### src/rtl/shift_seq_ctrl_pkg.sv
// shift_seq_ctrl_pkg: FSM state encoding and shift-type codes shared by the shift sequencer files
package shift_seq_ctrl_pkg;
  typedef enum logic [1:0] {IDLE = 2'd0, SHIFT = 2'd1, DONE = 2'd2} state_t;
  localparam logic SH_LOGIC = 1'b0;
  localparam logic SH_ARITH = 1'b1;
endpackage

### src/rtl/shift_seq_ctrl_if.sv
// shift_seq_ctrl_if: request/result handshake bundle for the shift sequencer
//   request : in_valid, in_ready, in_data[W], in_amt[SW], in_type
//   result  : out_valid, out_ready, out_data[W], out_sticky; status busy
//   master = requester/consumer side, slave = sequencer side
interface shift_seq_ctrl_if #(parameter int W = 4, parameter int SW = 3);
  logic in_valid, in_ready, in_type;
  logic [W-1:0] in_data;
  logic [SW-1:0] in_amt;
  logic out_valid, out_ready, busy, out_sticky;
  logic [W-1:0] out_data;
  modport master (output in_valid, in_data, in_amt, in_type, out_ready,
                  input in_ready, out_valid, out_data, busy, out_sticky);
  modport slave (input in_valid, in_data, in_amt, in_type, out_ready,
                 output in_ready, out_valid, out_data, busy, out_sticky);
endinterface

### src/rtl/shift_seq_ctrl_datapath.sv
// shr_datapath: W-bit right-shift register with load and single-bit logical/arithmetic shift
//   clk, rst_b (async active-low, resets to RST_VAL), ld loads d (priority over sh),
//   sh shifts right once using sh_type, q is the register contents
module shr_datapath import shift_seq_ctrl_pkg::*; #(
  parameter int W = 4,
  parameter logic [W-1:0] RST_VAL = '0
) (
  input  logic         clk,
  input  logic         rst_b,
  input  logic         ld,
  input  logic         sh,
  input  logic         sh_type,
  input  logic [W-1:0] d,
  output logic [W-1:0] q
);
  always_ff @(posedge clk or negedge rst_b)
    if (!rst_b) q <= RST_VAL;
    else if (ld) q <= d;
    else if (sh) q <= {sh_type == SH_ARITH ? q[W-1] : 1'b0, q[W-1:1]};
endmodule

### src/rtl/shift_seq_ctrl.sv
// shift_seq_ctrl: sequences ld/sh controls of shr_datapath to apply in_amt right shifts per request
//   clk, rst_b (async active-low), s: slave side of shift_seq_ctrl_if
//   in_ready only in IDLE, out_valid only in DONE, busy in SHIFT or DONE
//   SHIFT_STICKY_EN: when defined, out_sticky is the OR of all bits shifted out;
//   otherwise out_sticky is tied low
module shift_seq_ctrl import shift_seq_ctrl_pkg::*; #(
  parameter int W = 4,
  parameter int SW = 3,
  parameter logic [W-1:0] RST_VAL = '0
) (
  input  logic clk,
  input  logic rst_b,
  shift_seq_ctrl_if.slave s
);
  state_t state;
  logic [SW-1:0] cnt;
  logic typ, acc, sh;
  assign acc = s.in_valid && s.in_ready;
  assign sh = state == SHIFT;
  shr_datapath #(.W(W), .RST_VAL(RST_VAL)) u_dp (
    .clk(clk), .rst_b(rst_b), .ld(acc), .sh(sh), .sh_type(typ), .d(s.in_data), .q(s.out_data)
  );
  always_ff @(posedge clk or negedge rst_b)
    if (!rst_b) begin
      state <= IDLE;
      cnt <= '0;
      typ <= SH_LOGIC;
      s.in_ready <= 1'b1;
      s.out_valid <= 1'b0;
      s.busy <= 1'b0;
    end else
      case (state)
        IDLE: if (acc) begin
          state <= s.in_amt == '0 ? DONE : SHIFT;
          cnt <= s.in_amt;
          typ <= s.in_type;
          s.in_ready <= 1'b0;
          s.out_valid <= s.in_amt == '0;
          s.busy <= 1'b1;
        end
        SHIFT: begin
          cnt <= cnt - 1'b1;
          if (cnt == SW'(1)) begin
            state <= DONE;
            s.out_valid <= 1'b1;
          end
        end
        DONE: if (s.out_ready) begin
          state <= IDLE;
          s.in_ready <= 1'b1;
          s.out_valid <= 1'b0;
          s.busy <= 1'b0;
        end
        default: begin
          state <= IDLE;
          s.in_ready <= 1'b1;
          s.out_valid <= 1'b0;
          s.busy <= 1'b0;
        end
      endcase
`ifdef SHIFT_STICKY_EN
  logic sticky;
  always_ff @(posedge clk or negedge rst_b)
    if (!rst_b) sticky <= 1'b0;
    else if (acc) sticky <= 1'b0;
    else if (sh) sticky <= sticky | s.out_data[0];
  assign s.out_sticky = sticky;
`else
  assign s.out_sticky = 1'b0;
`endif
endmodule

### src/flat_wrapper.sv
// flat-port wrapper written by rule: the top's interface ports become plain ports
module shift_seq_ctrl_flat import shift_seq_ctrl_pkg::*;
#(
  parameter int W = 4,
  parameter int SW = 3,
  parameter logic [W-1:0] RST_VAL = '0
)
  (clk, rst_b, s_in_valid, s_in_data, s_in_amt, s_in_type, s_out_ready, s_in_ready, s_out_valid, s_out_data, s_busy, s_out_sticky);
  shift_seq_ctrl_if #(.W(W), .SW(SW)) s_i ();
  input  logic clk;
  input  logic rst_b;
  input wire logic [$bits(s_i.in_valid)-1:0] s_in_valid;
  input wire logic [$bits(s_i.in_data)-1:0] s_in_data;
  input wire logic [$bits(s_i.in_amt)-1:0] s_in_amt;
  input wire logic [$bits(s_i.in_type)-1:0] s_in_type;
  input wire logic [$bits(s_i.out_ready)-1:0] s_out_ready;
  output wire logic [$bits(s_i.in_ready)-1:0] s_in_ready;
  output wire logic [$bits(s_i.out_valid)-1:0] s_out_valid;
  output wire logic [$bits(s_i.out_data)-1:0] s_out_data;
  output wire logic [$bits(s_i.busy)-1:0] s_busy;
  output wire logic [$bits(s_i.out_sticky)-1:0] s_out_sticky;
  assign s_i.in_valid = s_in_valid;
  assign s_i.in_data = s_in_data;
  assign s_i.in_amt = s_in_amt;
  assign s_i.in_type = s_in_type;
  assign s_i.out_ready = s_out_ready;
  assign s_in_ready = s_i.in_ready;
  assign s_out_valid = s_i.out_valid;
  assign s_out_data = s_i.out_data;
  assign s_busy = s_i.busy;
  assign s_out_sticky = s_i.out_sticky;
  shift_seq_ctrl #(.W(W), .SW(SW), .RST_VAL(RST_VAL)) u_core (.clk(clk), .rst_b(rst_b), .s(s_i));
endmodule
### config.mk
export PLATFORM = sky130hd
export DESIGN_NAME = shift_seq_ctrl_flat
export DESIGN_NICKNAME = d
export VERILOG_FILES = /design/src/rtl/shift_seq_ctrl_pkg.sv /design/src/rtl/shift_seq_ctrl_if.sv /design/src/rtl/shift_seq_ctrl_datapath.sv /design/src/rtl/shift_seq_ctrl.sv /design/src/flat_wrapper.sv
export SDC_FILE = /design/constraint.sdc
export NUM_CORES = 1
export LEC_CHECK = 0
export CORE_AREA = 2 2 39 41
export CTS_CLUSTER_SIZE = 14
export DETAILED_ROUTE_END_ITERATION = 10
export DIE_AREA = 0 0 41 43
export DONT_BUFFER_PORTS = 1
export PLACE_DENSITY = 0.6
export REMOVE_ABC_BUFFERS = 1
export SLEW_MARGIN = 20
export SYNTH_ARGS = -nofsm -noshare
export SYNTH_HDL_FRONTEND = slang
export SYNTH_SLANG_ARGS = --single-unit
### constraint.sdc
create_clock -name clk -period 3 [get_ports clk]
set_input_delay 0.3 -clock clk [delete_from_list [all_inputs] [get_ports clk]]
set_output_delay 0.3 -clock clk [all_outputs]
set_load 0.05 [all_outputs]
# Yosys cells after proc, flatten, opt, wreduce, memory -nomap -nowiden
# Index checks and enable logic that the tools add are counted.
[word_totals]
output_inout_bits = 8
word_cells = 46
regBits = 13
input_bits = 12
[classes]
n_reduce_logical = 10
bitwise = 1
n_mux = 19
add_sub_neg = 1
n_eq_ne = 7
[op_table]
columns = ["cell", "n"]
rows = [
  ["1-bit case mux with 3 select lines", 3],
  ["2-bit 2-to-1 mux", 4],
  ["4-bit 2-to-1 mux", 2],
  ["1-bit 2-to-1 mux", 7],
  ["2-bit != test, second input constant", 3],
  ["2-bit case mux with 3 select lines", 1],
  ["3-bit case mux with 2 select lines", 1],
  ["2-bit AND reduction", 3],
  ["3-bit AND reduction", 2],
  ["2-bit nonzero test", 2],
  ["3-bit by 1-bit equality test with 1-bit output, second input constant", 1],
  ["3-bit logical NOT", 1],
  ["3-bit 2-to-1 mux", 1],
  ["3-bit by 1-bit subtractor with 3-bit output, second input constant", 1],
  ["2-bit by 1-bit equality test with 1-bit output, second input constant", 1],
  ["2-bit equality test, second input constant", 1],
  ["2-bit logical NOT", 1],
  ["2-bit by 1-bit != test with 1-bit output, second input constant", 1],
  ["1-bit logical AND", 1],
  ["1-bit NOT", 1],
]

# Depth between registers and ports, before layout
# Gate-level depths: netlist (run 1).
[depth]
depth_word = 4
ltp_mapped = 5
ltp_nobuf = 5

# Hierarchy
# Synthesis (run 1) repeated with hierarchy kept, for this count alone.
[hier_totals]
hier_cells = 71
hier_area_um2 = 655.6
[by_module_without_submodules]
columns = ["mod", "seq_area_each_um2", "area_each_um2", "cells_each", "n_inst"]
rows = [
  ["shift_seq_ctrl", 201.4, 473.0, 54, 1],
  ["shr_datapath", 100.1, 182.7, 17, 1],
]

# Worst setup path before layout (run 1)
# Ideal clock, no wire load.
[synth_timing]
path_type = "register -> register"
startpoint = "register u_core.s.in_ready"
endpoint = "register u_core.typ"
t_arrival_ps = 1298
slack_ps = 1577
required_time_ps = 2875
stages_incl_launch_ff = 4
n_path_buf = 0
synth_period_minus_slack_ps = 1423
setup_time_ps = 125
cell_sequence = "dfstp_2 > nand2_2 > nor3_1 > mux2_2"
[synth_via]
elab_chain_cells = 2
[synth_lines]
columns = ["item", "line_no", "rtl"]
rows = [
  ["start: declaration", "shift_seq_ctrl_if.sv:14", "output in_ready, out_valid, out_data, busy, out_sticky);"],
  ["start signal: assignment", "shift_seq_ctrl.sv:28", "s.in_ready <= 1'b1;"],
  ["start signal: assignment", "shift_seq_ctrl.sv:37", "s.in_ready <= 1'b0;"],
  ["start signal: assignment", "shift_seq_ctrl.sv:50", "s.in_ready <= 1'b1;"],
  ["1-bit logical AND", "shift_seq_ctrl.sv:18", "assign acc = s.in_valid && s.in_ready;"],
  ["2-bit AND reduction (no line)", "-", ""],
  ["end signal: assignment", "shift_seq_ctrl.sv:36", "typ <= s.in_type;"],
  ["end: declaration", "shift_seq_ctrl.sv:17", "logic typ, acc, sh;"],
]
# Every way passes these cells.
# A chain may end at the register's enable or synchronous reset.

==> results.toml, run 1 <==
[synthesis]
synth_top_family_by_area = "simple AND/OR/NAND/NOR gates"
syn_inst = 69
synth.avg_cell_area_um2 = 9.484
yosys.area_share.adder = 0.03824
yosysUniqueCellTypes = 27
synth-compound-area-share = 0.1797
seq_area_frac_synth = 0.4608
synthMuxAreaShare = 0.06310
syn_area_um2 = 654.4
yosysWarnings = 0
synth-seq-cells = 12
synthSimpleGateAreaFrac = 0.1816
synth_xor_area_frac = 0

[global_route]
grt_pass1_wl_um = 2028
gr-total-overflow = 0
grt_max_degree = 20
antenna_found_initial = 0
grt_pass1_vias = 471
grt_usage = 0.1741

[timing]
period_share = 0.5287
fin_crit_ns = 1.586
rsz0062_at_grt = "false"
fin_tns_setup_ns = 0
hold_viol = 0
fin_hold_ws_ns = 0.1424
worst-slew-pin-transition_ns = 0.7732
slew_viol_final = 0
relSlewSlack = 0.4845
fmax_ghz = 0.6305
fin_skew_ns = 0.001289
setup_viol = 0

[setup_path]
worstPathArrival_ns = 1.74
cp_slowest_stage_delay_ns = 0.85
r2r-start = "u_core.s.out_valid"
cp_max_fo = 13
worstReg2RegEnd = "u_core.u_dp.q[1]"
slowest_stage = "dfrtp_1"
cp_cell_sequence = "nand2b_1 > mux2i_1 > o21ai_0"
cp-startpoint = "u_core.s.out_valid"
required_ns = 3.15
crit_path_start_kind = "register"
worstSetupEndpointType = "register"
worstRegToRegCells = 3
crit_cells = 3
crit_end = "u_core.u_dp.q[1]"
critPathKind = "register to register"
cp_top_family = "flip-flops"
regToRegSetupSlack_ns = 1.41
cp_num_buf_inv = 0

[worst_hold_path]
hold_path.class = "input port to register"

[routing]
firstDrtPassIters = 4
drc = 0
drt-wirelength-per-cell_um = 13.69
wirelength_um = 1164
viasPerCell = 5.635
drt_iter0_drc = 8
vias = 479
ant_nets = 0

[clock_network]
clk_pin_slew_worst_paths_ns = 0.08
cts_tree = "built"
ctsResizeCount = 0
cts_buffers = 3
cts_setup_buffers = 0
htreeDepth = 1
root_buffer = "clkbuf_4"
clockBufferDepth = 2
clkLatencyLatePin_ns = 0.27
clock-sinks = 12
hold_buffers = 1

[floorplan]
rows = 14
die_h_um = 43
ioPinCount = 20
die_w_um = 41
core-area_mm2 = 0.001384
initial_core_util = 0.4729
die_area_mm2 = 0.001763

[outcome]
status = "complete, no violations"

[power]
vdd_drop_max_mv = 0.4410
p_int_mw = 0.3981
power_mw = 0.7478
pwr-share-seq = 0.589
pwr-share-comb = 0.240
power_frac_clock = 0.171
swShare = 0.4676
power_density_mw_per_mm2 = 1091
p_sw_mw = 0.3497
total_leakage_power_nw = 0.3020

[final_layout]
final_nets = 84
diodes = 0
syn_to_final_growth_pct = 4.780
drive_above_1_share = 0.1159

[placed_design]
port-buffer-count = 0
gp_congestion = 0.7174
dp_hpwl_um = 831.6

[run]
cap_violations = 0
==> synthesized netlist by cell type <==
| library cell | instances | share of area |
|---|---|---|
| a21oi_1 | 3 | 0.023 |
| a22oi_1 | 2 | 0.023 |
| a2bb2oi_1 | 1 | 0.013 |
| a32oi_1 | 1 | 0.013 |
| and2_2 | 1 | 0.011 |
| buf_2 | 1 | 0.0076 |
| buf_4 | 2 | 0.023 |
| buf_6 | 1 | 0.017 |
| clkbuf_1 | 1 | 0.0057 |
| conb_1 | 1 | 0.0057 |
| dfrtp_1 | 11 | 0.42 |
| dfstp_2 | 1 | 0.040 |
| ha_1 | 2 | 0.038 |
| inv_1 | 3 | 0.017 |
| mux2_2 | 1 | 0.017 |
| mux2i_1 | 3 | 0.046 |
| nand2_1 | 5 | 0.029 |
| nand2_2 | 1 | 0.0096 |
| nand2b_1 | 2 | 0.019 |
| nor2_1 | 7 | 0.040 |
| nor2b_1 | 1 | 0.0096 |
| nor3_1 | 4 | 0.031 |
| nor3b_1 | 2 | 0.023 |
| o21ai_0 | 7 | 0.054 |
| o22a_1 | 3 | 0.040 |
| o31a_1 | 1 | 0.013 |
| or3_1 | 1 | 0.0096 |
==> power by group through the flow <==
stage          Combinational, mW  Sequential, mW  Clock, mW
2_1_floorplan              0.152           0.423          0
3_5_place_dp               0.177           0.444          0
3_3_place_gp               0.174           0.443          0
5_1_grt                    0.216           0.458      0.137
4_1_cts                    0.183           0.441      0.134
6_report                   0.179           0.440      0.128
==> flip-flops by register name, summed over array words and instances, names as in the netlist <==
name / count
u_core.s.busy: 1
u_core.cnt: 3
u_core.state: 1
u_core.typ: 1
u_core.s.out_valid: 1
u_core.u_dp.q: 4
u_core.s.in_ready: 1
==> cell usage in the layout (no fill, tap or decap) <==
| cell type | count |
|---|---|
| mux2i_1 | 3 |
| ha_1 | 2 |
| conb_1 | 1 |
| a21oi_1 | 3 |
| nand2_2 | 1 |
| inv_1 | 3 |
| mux2_2 | 1 |
| o31a_1 | 1 |
| nand2_1 | 5 |
| a32oi_1 | 1 |
| or3_1 | 1 |
| dfstp_2 | 1 |
| nor3_1 | 4 |
| o22a_1 | 3 |
| dfrtp_1 | 11 |
| dlygate4sd3_1 | 1 |
| a2bb2oi_1 | 1 |
| clkbuf_4 | 3 |
| a22oi_1 | 2 |
| and2_2 | 1 |
| o21ai_0 | 7 |
| nor3b_1 | 2 |
| clkbuf_8 | 1 |
| nor2_1 | 7 |
| nor2b_1 | 1 |
| nand2b_1 | 2 |
==> layer usage <==
| layer | GRT usage | up-vias | share of wire |
|---|---|---|---|
| met3 | 0.04188 | 2 | 0.052 |
| met5 | 0 | - | 0 |
| li1 | - | 240 | - |
| met4 | 0.1000 | 0 | 0.016 |
| met2 | 0.2438 | 15 | 0.44 |
| met1 | 0.2357 | 222 | 0.49 |
==> stage by stage <==
stage               cell area, um^2  utilization  std cells  setup slack, ns
floorplan                     619.3            -         64            1.572
global placement              639.4       0.4620         80            1.439
global route                  685.7       0.4955         85            1.316
detailed placement            639.4       0.4620         80            1.439
CTS                           685.7       0.4955         85            1.410
finish                        685.7       0.4955         85            1.414
==> worst min path at each step <==
stage            startpoint  cells after the start          endpoint  slack, ns
2_1_floorplan         rst_b                      0     u_core.cnt[0]      0.004
3_3_place_gp          rst_b                      0     u_core.cnt[0]      0.005
3_5_place_dp          rst_b                      0  u_core.u_dp.q[0]      0.005
4_1_cts        s_in_data[3]                      2  u_core.u_dp.q[3]       0.13
5_1_grt        s_in_data[1]                      2  u_core.u_dp.q[1]       0.15
6_report       s_in_data[3]                      2  u_core.u_dp.q[3]       0.14
==> cell type report <==
cell class | instances | area (um^2)
repair buffers | 1 | 10.01
multi-input cells | 49 | 306.5
fillers | 139 | 698.2
inverters | 3 | 11.26
clock buffers | 4 | 36.28
flip-flops and latches | 12 | 301.5
well taps | 16 | 20.02
==> logic make-up after synthesis <==
logic type | after synthesis
simple gates | 24
other cells | 1
compound gates | 18
mux | 4
flops | 12
buf+inv | 8
fa+ha+maj | 2
Note: power is estimated with default switching activity, not from simulation.
==> inputs of run 2 (changes only) <==
--- a/config.mk
+++ b/config.mk
@@ -10,7 +10,7 @@
 export DETAILED_ROUTE_END_ITERATION = 10
 export DIE_AREA = 0 0 41 43
 export DONT_BUFFER_PORTS = 1
-export PLACE_DENSITY = 0.6
+export PLACE_DENSITY = 0.63
 export REMOVE_ABC_BUFFERS = 1
 export SLEW_MARGIN = 20
 export SYNTH_ARGS = -nofsm -noshare
==> constraint.sdc (replaced) <==
create_clock -name clk -period 1.4 [get_ports clk]
set_input_delay 0.14 -clock clk [delete_from_list [all_inputs] [get_ports clk]]
set_output_delay 0.14 -clock clk [all_outputs]
set_load 0.05 [all_outputs]
==> results.toml, run 2 (same netlist as run 1, synthesis figures left out) <==
[routing]
drt-wirelength-per-cell_um = 12.36
ant_nets = 0
firstDrtPassIters = 4
viasPerCell = 5.396
drc = 0
vias = 518
drt_iter0_drc = 2
wirelength_um = 1187

[power]
power_mw = 1.740
vdd_drop_max_mv = 0.9117
total_leakage_power_nw = 0.3558
power_density_mw_per_mm2 = 2243

[floorplan]
core-area_mm2 = 0.001384
die_h_um = 43
die_w_um = 41
ioPinCount = 20
initial_core_util = 0.4729
die_area_mm2 = 0.001763
rows = 14

[placed_design]
dp_hpwl_um = 914.7
gp_congestion = 0.7440
port-buffer-count = 0

[final_layout]
final_nets = 95
largest_register_ffs = 4
syn_to_final_growth_pct = 18.55
drive_above_1_share = 0.2000
utilization = 0.5606
largest_register = "u_core.u_dp.q"
diodes = 0
top_regs = "u_core.u_dp.q (4), u_core.cnt (3)"
layout_commonest_cell = "dfrtp_1"
final_cell_mix = "dfrtp_1 (11), buf_4 (8), nor2_1 (7), o21ai_0 (7), nand2_1 (5)"

[timing]
period_share = 0.9090
worst-slew-pin-transition_ns = 0.5410
fin_skew_ns = 0.001114
hold_viol = 0
fin_tns_setup_ns = 0
rsz0062_at_grt = "false"
fin_crit_ns = 1.273
slew_viol_final = 0
fmax_ghz = 0.7858
setup_viol = 0
relSlewSlack = 0.6382

[clock_network]
clock-sinks = 12
root_buffer = "clkbuf_4"
ctsResizeCount = 0
cts_buffers = 3
clk_pin_slew_worst_paths_ns = 0.07
htreeDepth = 1
hold_buffers = 4
cts_setup_buffers = 0
clkLatencyLatePin_ns = 0.27
cts_tree = "built"
clockBufferDepth = 2

[setup_path]
worstSetupEndpointType = "register"
critPathKind = "register to register"
cp_slowest_stage_delay_ns = 0.58
cp_cell_sequence = "nand2_2 > nor3_1 > mux2_2"
cp_max_fo = 6
crit_path_start_kind = "register"
worstPathArrival_ns = 1.43
slowest_stage = "dfstp_2"
required_ns = 1.56

[global_route]
gr-total-overflow = 0
grt_usage = 0.1718
antenna_found_initial = 0
grt_pass1_vias = 491
grt_max_degree = 15
grt_pass1_wl_um = 1980

[run]
cap_violations = 0

[worst_hold_path]
hold_path.class = "input port to register"

[outcome]
status = "complete, no violations"
==> run 2: per-stage QoR <==
step / setup slack [ns] / area, um^2 / cells / hold slack (ns)
2_1_floorplan: -0.02846 / 619.3 / 64 / -0.1556
3_3_place_gp: 0.1596 / 699.4 / 88 / -0.1552
3_5_place_dp: 0.1267 / 699.4 / 88 / -0.1553
4_1_cts: 0.1207 / 775.7 / 96 / 0.003152
5_1_grt: 0.05284 / 775.7 / 96 / 0.01882
6_report: 0.1275 / 775.7 / 96 / 0.004342
==> run 2: report_power, final <==
group	switching, mW	leakage (nW)	internal (mW)
Combinational	0.525	0.190	0.321
Sequential	0.126	0.145	0.496
Clock	0.114	0.0210	0.158
==> run 2: worst paths after layout <==
| check | startpoint | endpoint | slack (ns) | cells after the start |
|---|---|---|---|---|
| hold / removal | s_in_data[2] | u_core.u_dp.q[2] | 0.004 | 2 |
| min in group asynchronous | rst_b | u_core.u_dp.q[2] | 0.29 | 1 |
| setup reg to reg | u_core.s.in_ready | u_core.typ | 0.13 | 3 |
| max in group asynchronous | rst_b | u_core.s.in_ready | 0.75 | 1 |
| hold reg to reg | u_core.typ | u_core.typ | 0.51 | 1 |
| setup / recovery | u_core.s.in_ready | u_core.typ | 0.13 | 3 |
==> run 2: routing by layer <==
metal,global-route usage,share of wire,wire length (um),up-vias
met5,0,0,0,-
met4,0.1200,0.041,49,0
met3,0.04188,0.056,67,6
met2,0.2625,0.49,576,16
met1,0.1980,0.42,493,236
li1,-,-,-,260
==> run 2: critical path: cells and delay by family (launching register included) <==
family / cells / cell delay, ns
mux: 1 / 0.35
flops: 1 / 0.58
simple gates: 2 / 0.23
==> run 2: area by class of cell <==
cell class	count	area, um^2
Sequential cell	12	301.5
Multi-Input combinational cell	49	306.5
Inverter	3	11.26
Clock buffer	4	36.28
Timing Repair Buffer	12	100.1
Fill cell	129	608.1
Tap cell	16	20.02
==> inputs of run 3 (changes only) <==
--- a/config.mk
+++ b/config.mk
@@ -10,9 +10,9 @@
 export DETAILED_ROUTE_END_ITERATION = 10
 export DIE_AREA = 0 0 41 43
 export DONT_BUFFER_PORTS = 1
+export GPL_TIMING_DRIVEN = 0
 export PLACE_DENSITY = 0.63
 export REMOVE_ABC_BUFFERS = 1
-export SLEW_MARGIN = 20
 export SYNTH_ARGS = -nofsm -noshare
 export SYNTH_HDL_FRONTEND = slang
 export SYNTH_SLANG_ARGS = --single-unit
==> results.toml, run 3 (same netlist as run 1, synthesis figures left out) <==
[global_route]
antenna_found_initial = 0
grt_pass1_vias = 505
grt_max_degree = 20
grt_pass1_wl_um = 1980
grt_usage = 0.1646
gr-total-overflow = 0

[final_layout]
final_cell_mix = "dfrtp_1 (9), nor2_1 (7), o21ai_0 (7)"
largest_register_ffs = 4
top_regs = "u_core.u_dp.q (4), u_core.cnt (3)"
layout_commonest_cell = "dfrtp_1"
drive_above_1_share = 0.1757
diodes = 0
syn_to_final_growth_pct = 16.25
final_cells = 90
fillers = 128
final_nets = 89
largest_register = "u_core.u_dp.q"

[routing]
drt_iter0_drc = 5
drc = 0
vias = 517
viasPerCell = 5.744
drt-wirelength-per-cell_um = 13.16
ant_nets = 0
firstDrtPassIters = 4
wirelength_um = 1184

[floorplan]
die_h_um = 43
initial_core_util = 0.4729
ioPinCount = 20
rows = 14
die_area_mm2 = 0.001763
die_w_um = 41
core-area_mm2 = 0.001384

[power]
power_mw = 1.657
total_leakage_power_nw = 0.3331
power_density_mw_per_mm2 = 2178
vdd_drop_max_mv = 1.049

[clock_network]
clock-sinks = 12
htreeDepth = 1
clockBufferDepth = 2
clkLatencyLatePin_ns = 0.28
root_buffer = "clkbuf_4"
cts_tree = "built"
clk_pin_slew_worst_paths_ns = 0.08
cts_buffers = 3

[timing]
period_share = 0.9877
rsz0062_at_grt = "true"
fin_tns_setup_ns = 0
worst-slew-pin-transition_ns = 0.5419
slew_viol_final = 0
fin_crit_ns = 1.383
setup_viol = 0
hold_viol = 0
fin_hold_ws_ns = 0.006025
fmax_ghz = 0.7232
fin_skew_ns = 0.001091
relSlewSlack = 0.6376

[placed_design]
gp_congestion = 0.7308
dpl.cell_count = 80
dp_hpwl_um = 823.3
port-buffer-count = 0

[setup_path]
worstSetupEndpointType = "register"
r2r-start = "u_core.s.in_ready"
critPathKind = "register to register"
worstRegToRegCells = 3
regToRegSetupSlack_ns = 0.02
cp_max_fo = 6
crit_path_start_kind = "register"
required_ns = 1.60
worstReg2RegEnd = "u_core.state[0]"
worstPathArrival_ns = 1.59

[run]
cap_violations = 0

[worst_hold_path]
hold_path.class = "input port to register"
hp-start = "s_in_data[1]"
whs_path_depth = 2
holdPathEnd = "u_core.u_dp.q[1]"

[outcome]
status = "complete, no violations"
-- run 3: power by group --
part	total (mW)	internal (mW)	switching, mW
sequential	0.961	0.504	0.457
clock	0.280	0.158	0.121
combinational	0.416	0.234	0.183
-- run 3: per-layer routing --
layer / global-route usage / share of wire / up-vias
met3: 0.06283 / 0.074 / 2
li1: - / - / 250
met5: 0 / 0 / -
met2: 0.2563 / 0.48 / 19
met4: 0.06000 / 0.014 / 0
met1: 0.1973 / 0.43 / 246
-- run 3: how the worst max path moves through the flow --
stage                        from                to  slack (ns)  cells past startpoint
2_1_floorplan  u_core.s.out_valid  u_core.u_dp.q[1]       -0.03                      3
3_3_place_gp   u_core.s.out_valid  u_core.u_dp.q[0]       -0.18                      3
3_5_place_dp   u_core.s.out_valid  u_core.u_dp.q[1]       -0.19                      3
4_1_cts         u_core.s.in_ready        u_core.typ      -0.004                      3
5_1_grt         u_core.s.in_ready        u_core.typ       -0.01                      3
6_report        u_core.s.in_ready   u_core.state[0]        0.02                      3
-- run 3: layout make-up --
type	count	area, um^2	area share
Clock buffer	4	36.28	0.04770
Inverter	3	11.26	0.01480
Multi-Input combinational cell	49	327.8	0.4309
Sequential cell	12	310.3	0.4079
Tap cell	16	20.02	0.02632
Timing Repair Buffer	6	55.05	0.07237
-- run 3: timing repair --
item | CTS | global route
hold endpoints to repair | 15 | 0
buffers inserted | 0 | 2
pin swaps | 0 | 3
setup endpoints to repair | 9 | 9
hold buffers | 4 | 0
gates resized for setup | 6 | 3
-- run 3: through the flow --
step / cell area, um^2 / setup slack (ns) / utilization
after floorplan: 619.3 / -0.02846 / -
after global placement: 639.4 / -0.1843 / 0.4620
after detailed placement: 639.4 / -0.1922 / 0.4620
after CTS: 735.7 / -0.003830 / 0.5316
after global routing: 760.7 / -0.01328 / 0.5497
final: 760.7 / 0.01721 / 0.5497
-- run 3: worst max-delay path, stage by stage, from the launching register on --
cell     delay (ns)
dfstp_4        0.74
nand2_4        0.10
or3_1          0.35
a21oi_1        0.12
